## src/rtl/controle_varredura.sv

```systemverilog
// Sweep sequencer for the servo PWM block: positions the servo, waits for it to
// settle, triggers a distance measurement, sends the result over serial and
// steps the servo one position, bouncing between positions 0 and 3.
module controle_varredura #(
  parameter int unsigned T_ACOMODA   = 25_000_000,
  parameter int unsigned T_TIMEOUT   = 5_000_000,
  parameter logic [1:0]  POS_INICIAL = 2'b00
) (
  input  logic       clock,
  input  logic       zera,
  input  logic       ligar,
  input  logic [1:0] pos,
  input  logic       fim_medida,
  input  logic       fim_transmissao,
  output logic       set_pos,
  output logic [1:0] pos_inicial,
  output logic       direita,
  output logic       esquerda,
  output logic       medir,
  output logic       transmitir,
  output logic       sentido,
  output logic       erro_medida,
  output logic [3:0] db_estado
);

  typedef enum logic [3:0] {
    INICIAL       = 4'd0,
    POSICIONA     = 4'd1,
    ACOMODA       = 4'd2,
    INICIA_MEDIDA = 4'd3,
    ESPERA_MEDIDA = 4'd4,
    INICIA_TX     = 4'd5,
    ESPERA_TX     = 4'd6,
    PROXIMA       = 4'd7
  } estado_t;

  localparam logic [31:0] ACOMODA_FIM = 32'(T_ACOMODA - 1);
  localparam logic [31:0] TIMEOUT_FIM = 32'(T_TIMEOUT - 1);

  estado_t     estado, estado_next;
  logic [31:0] contador;
  logic        sentido_next;
  logic        erro_next;

  assign pos_inicial = POS_INICIAL;
  assign db_estado   = estado;

  // State register plus the direction and error flags updated by the FSM
  always_ff @(posedge clock or posedge zera) begin
    if (zera) begin
      estado      <= INICIAL;
      sentido     <= 1'b0;
      erro_medida <= 1'b0;
    end else begin
      estado      <= estado_next;
      sentido     <= sentido_next;
      erro_medida <= erro_next;
    end
  end

  // Shared settle/timeout counter, cleared whenever the state changes
  always_ff @(posedge clock or posedge zera) begin
    if (zera)
      contador <= '0;
    else if (estado_next != estado)
      contador <= '0;
    else
      contador <= contador + 32'd1;
  end

  // Next-state and pulse decode; the step pulse in PROXIMA depends on the
  // fed-back position so the reversal happens on the same cycle as the step
  always_comb begin
    estado_next  = estado;
    sentido_next = sentido;
    erro_next    = erro_medida;
    set_pos      = 1'b0;
    direita      = 1'b0;
    esquerda     = 1'b0;
    medir        = 1'b0;
    transmitir   = 1'b0;
    case (estado)
      INICIAL: begin
        if (ligar) estado_next = POSICIONA;
      end
      POSICIONA: begin
        set_pos      = 1'b1;
        sentido_next = (POS_INICIAL == 2'd3);
        erro_next    = 1'b0;
        estado_next  = ACOMODA;
      end
      ACOMODA: begin
        if (contador == ACOMODA_FIM) estado_next = INICIA_MEDIDA;
      end
      INICIA_MEDIDA: begin
        medir       = 1'b1;
        estado_next = ESPERA_MEDIDA;
      end
      ESPERA_MEDIDA: begin
        if (fim_medida) begin
          estado_next = INICIA_TX;
        end else if (contador == TIMEOUT_FIM) begin
          erro_next   = 1'b1;
          estado_next = PROXIMA;
        end
      end
      INICIA_TX: begin
        transmitir  = 1'b1;
        estado_next = ESPERA_TX;
      end
      ESPERA_TX: begin
        if (fim_transmissao) estado_next = PROXIMA;
      end
      PROXIMA: begin
        if (!ligar) begin
          estado_next = INICIAL;
        end else begin
          estado_next = ACOMODA;
          if (!sentido && pos == 2'd3) begin
            sentido_next = 1'b1;
            esquerda     = 1'b1;
          end else if (sentido && pos == 2'd0) begin
            sentido_next = 1'b0;
            direita      = 1'b1;
          end else if (!sentido) begin
            direita = 1'b1;
          end else begin
            esquerda = 1'b1;
          end
        end
      end
      default: estado_next = INICIAL;
    endcase
  end

endmodule

```

## config.mk

```make
export PLATFORM = sky130hd
export DESIGN_NAME = controle_varredura
export DESIGN_NICKNAME = d
export VERILOG_FILES = /design/src/rtl/controle_varredura.sv
export SDC_FILE = /design/constraint.sdc
export NUM_CORES = 1
export LEC_CHECK = 0
export BUFFER_PORTS_ARGS = -buffer_cell sky130_fd_sc_hd__buf_2
export CAP_MARGIN = 15
export CORE_ASPECT_RATIO = 1.2
export CORE_MARGIN = 8
export CORE_UTILIZATION = 40
export DETAILED_ROUTE_END_ITERATION = 8
export PLACE_DENSITY_LB_ADDON = 0.2
export SYNTH_ARGS = -nofsm -noshare
export SYNTH_HDL_FRONTEND = slang
export SYNTH_SLANG_ARGS = --single-unit
```

## constraint.sdc

```tcl
create_clock -name clock -period 2.8 [get_ports clock]
set_input_delay 0.56 -clock clock [delete_from_list [all_inputs] [get_ports clock]]
set_output_delay 0.56 -clock clock [all_outputs]
set_load 0.005 [all_outputs]
```

==> metrics.txt, run 1 <==
outcome finished clean; clk root buf clkbuf_8; sequential area share after synthesis 47.0%; vias in the first global route 1522; async set-reset flop share out of synthesis 100%; H-tree depth 2; FMAX 0.433 GHz; crit path DAT 2.47 ns; Static Leak 0.941 nW; Synth Warn # 0; critical setup path kind reg2reg; RSZ-0062 raised after global routing no; Skew-Pair Late Insertion Delay 0.29 ns; Hold Slack 0.375 ns; DRT antenna net count 0; CTS hold repair buffers 0; final net count 242; Clock Path Buffers 2; Peak supply drop 0.000283 V; fillers 476; Worst-Margin Slew 0.675 ns; post-DP HPWL 2.89 mm; diode count 0; Die Ht 93.9 µm; Crit path required time 2.96 ns; routability cong. 0.756; startpoint types register; crit share post-route 82.5%; Final Power 0.00101 W; Post-route DRC 0; Hold Path Class in2async; Max Cap Viol 0; via count 1529; Starting Density 41.2%; CP endpoint kind register; routed length per instance 14.5 µm; # resized after CTS 0; Post-Route WL 4.25 mm; EDFF count, synth 0; Yosys reg bits 38; synthesized cell area 2020 µm²; antenna violations before repair 0; P per Cell Area 448 nW/µm²; largest net degree at the start of global routing 39; die width 80.9 µm; final hold vios 0; Cell variety after synth 39; final setup vio count 0; via/cell ratio 5.22; die area 7590 µm²; fin crit period 2.31 ns; grt ovf 0; prevailing post-synth register cell dfrtp_1; first-pass GRT wire length 7.25 mm; CTS sink count 38; clock buffer count from CTS 5; DRT Pass-1 Iters 4; crit-path max FO 31; Clock Skew 0.00785 ns; Mapped Cells 215; Worst-path clk slew 0.07 ns; Iter 0 DRT Violations 89; share of layout cells above drive strength 1 14.2%; IO Port Bufs 17; gr usage total 12.1%; # Post-CTS Setup Buffers 0; setup TNS 0 ns; Core ar. 4900 µm²; num ports 20; max-slew violation count 0; mean area per synthesized cell 9.40 µm²; FP Rows 28; Layout area overhead 11.3%; Worst slew margin 54.8%; CTS tree done
==> cell families after synthesis <==
logic type / synth area share [%]
AO/OA/AOI/OAI: 4.08
XOR/XNOR: 13.4
adder cells (fa/ha/maj): 1.11
buffers and inverters: 3.53
flip-flops: 47.0
other: 0.185
AND/OR/NAND/NOR: 30.6
==> through the flow <==
step	std cells	cell area [µm²]	worst slack, ns	util, %
2_1_floorplan	217	2030	0.725	-
3_3_place_gp	287	2170	0.573	44.2
3_5_place_dp	287	2170	0.506	44.2
4_1_cts	293	2250	0.482	45.9
5_1_grt	293	2250	0.346	45.9
6_report	293	2250	0.490	45.9
==> placed cells by master (no fill, tap or decap), types with 5 or more instances in the layout <==
cell type,count
dfrtp_1,38
nand3_1,15
nor4b_1,6
buf_2,17
inv_1,6
and3_1,5
nand2_1,14
xnor2_1,6
nand4_1,13
nor4_1,5
xor2_1,25
nor2_1,40
clkbuf_8,6
==> flip-flops by register name, summed over array words and instances, names as in the netlist <==
register and count:
sentido 1, db_estado 4, contador 32, erro_medida 1
==> synthesized netlist by cell type, types with 2 or more instances <==
library cell | instances | area share, %
nor2_1 | 40 | 7.4
dfrtp_1 | 38 | 47
xor2_1 | 25 | 11
nand3_1 | 15 | 3.7
nand2_1 | 14 | 2.6
nand4_1 | 13 | 4.0
inv_1 | 6 | 1.1
nor4b_1 | 6 | 2.6
xnor2_1 | 6 | 2.6
and3_1 | 5 | 1.5
clkbuf_1 | 5 | 0.93
nor4_1 | 5 | 1.5
buf_2 | 3 | 0.74
o21ai_0 | 3 | 0.74
and2_1 | 2 | 0.62
and4_1 | 2 | 0.87
buf_4 | 2 | 0.74
nand4b_1 | 2 | 0.87
nor3_2 | 2 | 0.99
nor3b_1 | 2 | 0.74
==> path summary, 6_finish.rpt <==
path	startpoint	end	slack (ns)	cells after the start
setup / recovery	contador[0]	contador[19]	0.49	7
hold / removal	zera	contador[3]	0.37	3
setup reg to reg	contador[0]	contador[19]	0.49	7
hold reg to reg	contador[0]	contador[0]	0.50	1
max in group asynchronous	zera	contador[21]	2.07	3
min in group clock	contador[0]	contador[0]	0.50	1
==> per-layer routing <==
| layer | up-vias | wire length (µm) | GRT usage, % |
|---|---|---|---|
| met3 | 5 | 261 | 3.74 |
| met4 | 0 | 59 | 4.03 |
| met2 | 27 | 1920 | 18.6 |
| li1 | 774 | - | - |
| met1 | 723 | 2010 | 15.5 |
| met5 | - | 0 | 0 |
==> report_power, final <==
group | internal, W | switching, W
clock | 0.000190 | 0.000180
combinational | 0.0000241 | 0.0000416
sequential | 0.000557 | 0.0000143
total | 0.000771 | 0.000236
==> layout make-up <==
cell class              count  area, µm²  share of cell area [%]
flip-flops and latches     38        951                    42.3
inverters                   6       22.5                    1.00
repair buffers             20        108                    4.78
well taps                  60       75.1                    3.34
clock buffers               6       82.6                    3.67
multi-input cells         163       1010                    44.9
==> worst max-delay path, cell delays in order, from the launching register on <==
cell,delay (ns)
dfrtp_1,0.40
ha_1,0.22
nand3_2,0.14
or2_1,0.27
or4_4,0.57
o21ai_2,0.15
buf_4,0.32
nor2_1,0.09
Power figures use the tool's default switching activity.
==> run 2, diff against run 1 <==
==> constraint.sdc (replaced) <==
create_clock -name clock -period 2.4 [get_ports clock]
set_input_delay 0.48 -clock clock [delete_from_list [all_inputs] [get_ports clock]]
set_output_delay 0.48 -clock clock [all_outputs]
set_load 0.005 [all_outputs]
==> run 2 against run 1 <==
Net effect:
- via count up 1.8%
- first-iteration DRC count down 43%
- combinational power is 25% higher
- non-clock buffer count grew 3
- largest cell class unchanged
- highest routed layer unchanged
==> metrics.txt, run 2 (same netlist as run 1, synthesis figures left out) <==
clk root buf clkbuf_8; critical path endpoint db_estado[1]; Peak supply drop 0.000220 V; Static Leak 0.967 nW; Cell Chain, Critical Path ha_1 -> nand3_2 -> or2_1 -> or4_4 -> o31a_1 -> a311oi_2; die width 80.9 µm; Crit path required time 2.60 ns; DRT antenna net count 0; internal power 0.000915 W; # resized after CTS 0; via count 1557; clock buffer count from CTS 5; FMAX 0.450 GHz; design area 2290 µm²; Worst-Margin Slew 0.630 ns; highest metal used met4; Worst slew margin 57.6%; CP endpoint kind register; vias in the first global route 1530; CTS tree done; die area 7590 µm²; final hold vios 0; Hold Slack 0.290 ns; Critical Path Max Stage Delay 0.58 ns; Clock Skew 0.00569 ns; CTS hold repair buffers 0; largest reg by FF count contador; met3 wire length 263 µm; R2R setup slack 0.18 ns; Iter 0 DRT Violations 51; share of layout cells above drive strength 1 15.5%; crit share post-route 92.6%; power share of the clock group 37.6%; fillers 490; num ports 20; Slowest-stage cell, CP or4_4; final setup vio count 0; P per Cell Area 523 nW/µm²; Worst Setup SP contador[0]; DRT Pass-1 Iters 4; most common cell after layout, fill and taps aside nor2_1; largest net degree at the start of global routing 39; Core ar. 4900 µm²; Starting Density 41.2%; area of the multi-input gates 1010 µm²; commonest cells after routing, fill and taps aside nor2_1, dfrtp_1, xor2_1; sw frac 23.7%; Die Ht 93.9 µm; final net count 245; outcome finished clean; antenna violations before repair 0; max FFs per register 32; placed cell areas 2200 µm²; Hold Path Class in2async; Crit Reg-Reg Startpoint contador[0]; terminus of the critical flop-to-flop path db_estado[1]; max-slew violation count 0; R2R depth 6; M1 wire length 1.96 mm; first-pass GRT wire length 7.42 mm; H-tree depth 2; CTS sink count 38; via/cell ratio 5.22; RSZ-0062 raised after global routing no; Post-Route WL 4.23 mm; crit path DAT 2.42 ns; FP Rows 28; fin crit period 2.22 ns; diode count 0; Post-route DRC 0; setup TNS 0 ns; critical setup path kind reg2reg; Logic pwr share 6.8%; Max Cap Viol 0; FF+latch area 951 µm²; Layout area overhead 13.4%; post-DP HPWL 2.99 mm; met2 wire len 1.95 mm; Clock Path Buffers 2; startpoint types register; Worst-path clk slew 0.07 ns; Skew-Pair Late Insertion Delay 0.29 ns; Net Sw Power 0.000284 W; grt ovf 0; Flop pwr share 55.5%; routed length per instance 14.2 µm; # Post-CTS Setup Buffers 0; routability cong. 0.784; crit-path max FO 5; gr usage total 12.3%; IO Port Bufs 17
run 2: changes by cell type in the layout (fill, tap and decap cells not counted):
cell      previous run  this run
buf_4                3         5
buf_12               0         1
clkbuf_1             0         1
clkinv_2             0         1
run 2: final cells by class:
cell class	instances	share of cell area, %
Clock buffer	7	3.76
Tap cell	60	3.27
Sequential cell	38	41.5
Clock inverter	1	0.218
Timing Repair Buffer	23	6.22
Multi-Input combinational cell	163	44.1
Inverter	6	0.982
run 2: layer usage:
layer / track usage (%) / up-vias
li1: - / 784
met1: 15.8 / 740
met2: 19.4 / 28
met3: 3.35 / 5
met4: 3.58 / 0
met5: 0 / -
run 2: how the worst min path moves through the flow:
| stage | from | end | slack (ns) |
|---|---|---|---|
| after global routing | zera | contador[2] | 0.33 |
| after detailed placement | contador[0] | contador[0] | 0.48 |
| after global placement | contador[0] | contador[0] | 0.46 |
| final | zera | contador[3] | 0.29 |
| after CTS | zera | contador[7] | 0.31 |
| after floorplan | contador[0] | contador[0] | 0.45 |
run 2: through the flow:
step                      setup WS, ns  utilization (%)  power [W]  instances
after global routing            0.0818             46.8    0.00126        298
final                            0.179             46.8    0.00120        298
after CTS                        0.176             46.8    0.00122        298
after global placement           0.261             44.9   0.000763        290
after detailed placement         0.198             44.9   0.000764        290
after floorplan                  0.325                -   0.000728        217
run 2: power groups by stage:
stage	sequential (W)	clock, W	combinational (W)
finish	0.000666	0.000451	0.0000821
global route	0.000669	0.000499	0.0000935
CTS	0.000666	0.000467	0.0000852
detailed placement	0.000679	0	0.0000848
global placement	0.000679	0	0.0000845
floorplan	0.000669	0	0.0000590
run 2: worst max-delay path: cells and delay by family (launching register included):
kind / cells / cell delay [ns]
DFF: 1 / 0.39
AOI/OAI and AO/OA: 2 / 0.54
adders and majority gates: 1 / 0.21
and+or+nand+nor: 3 / 1.00
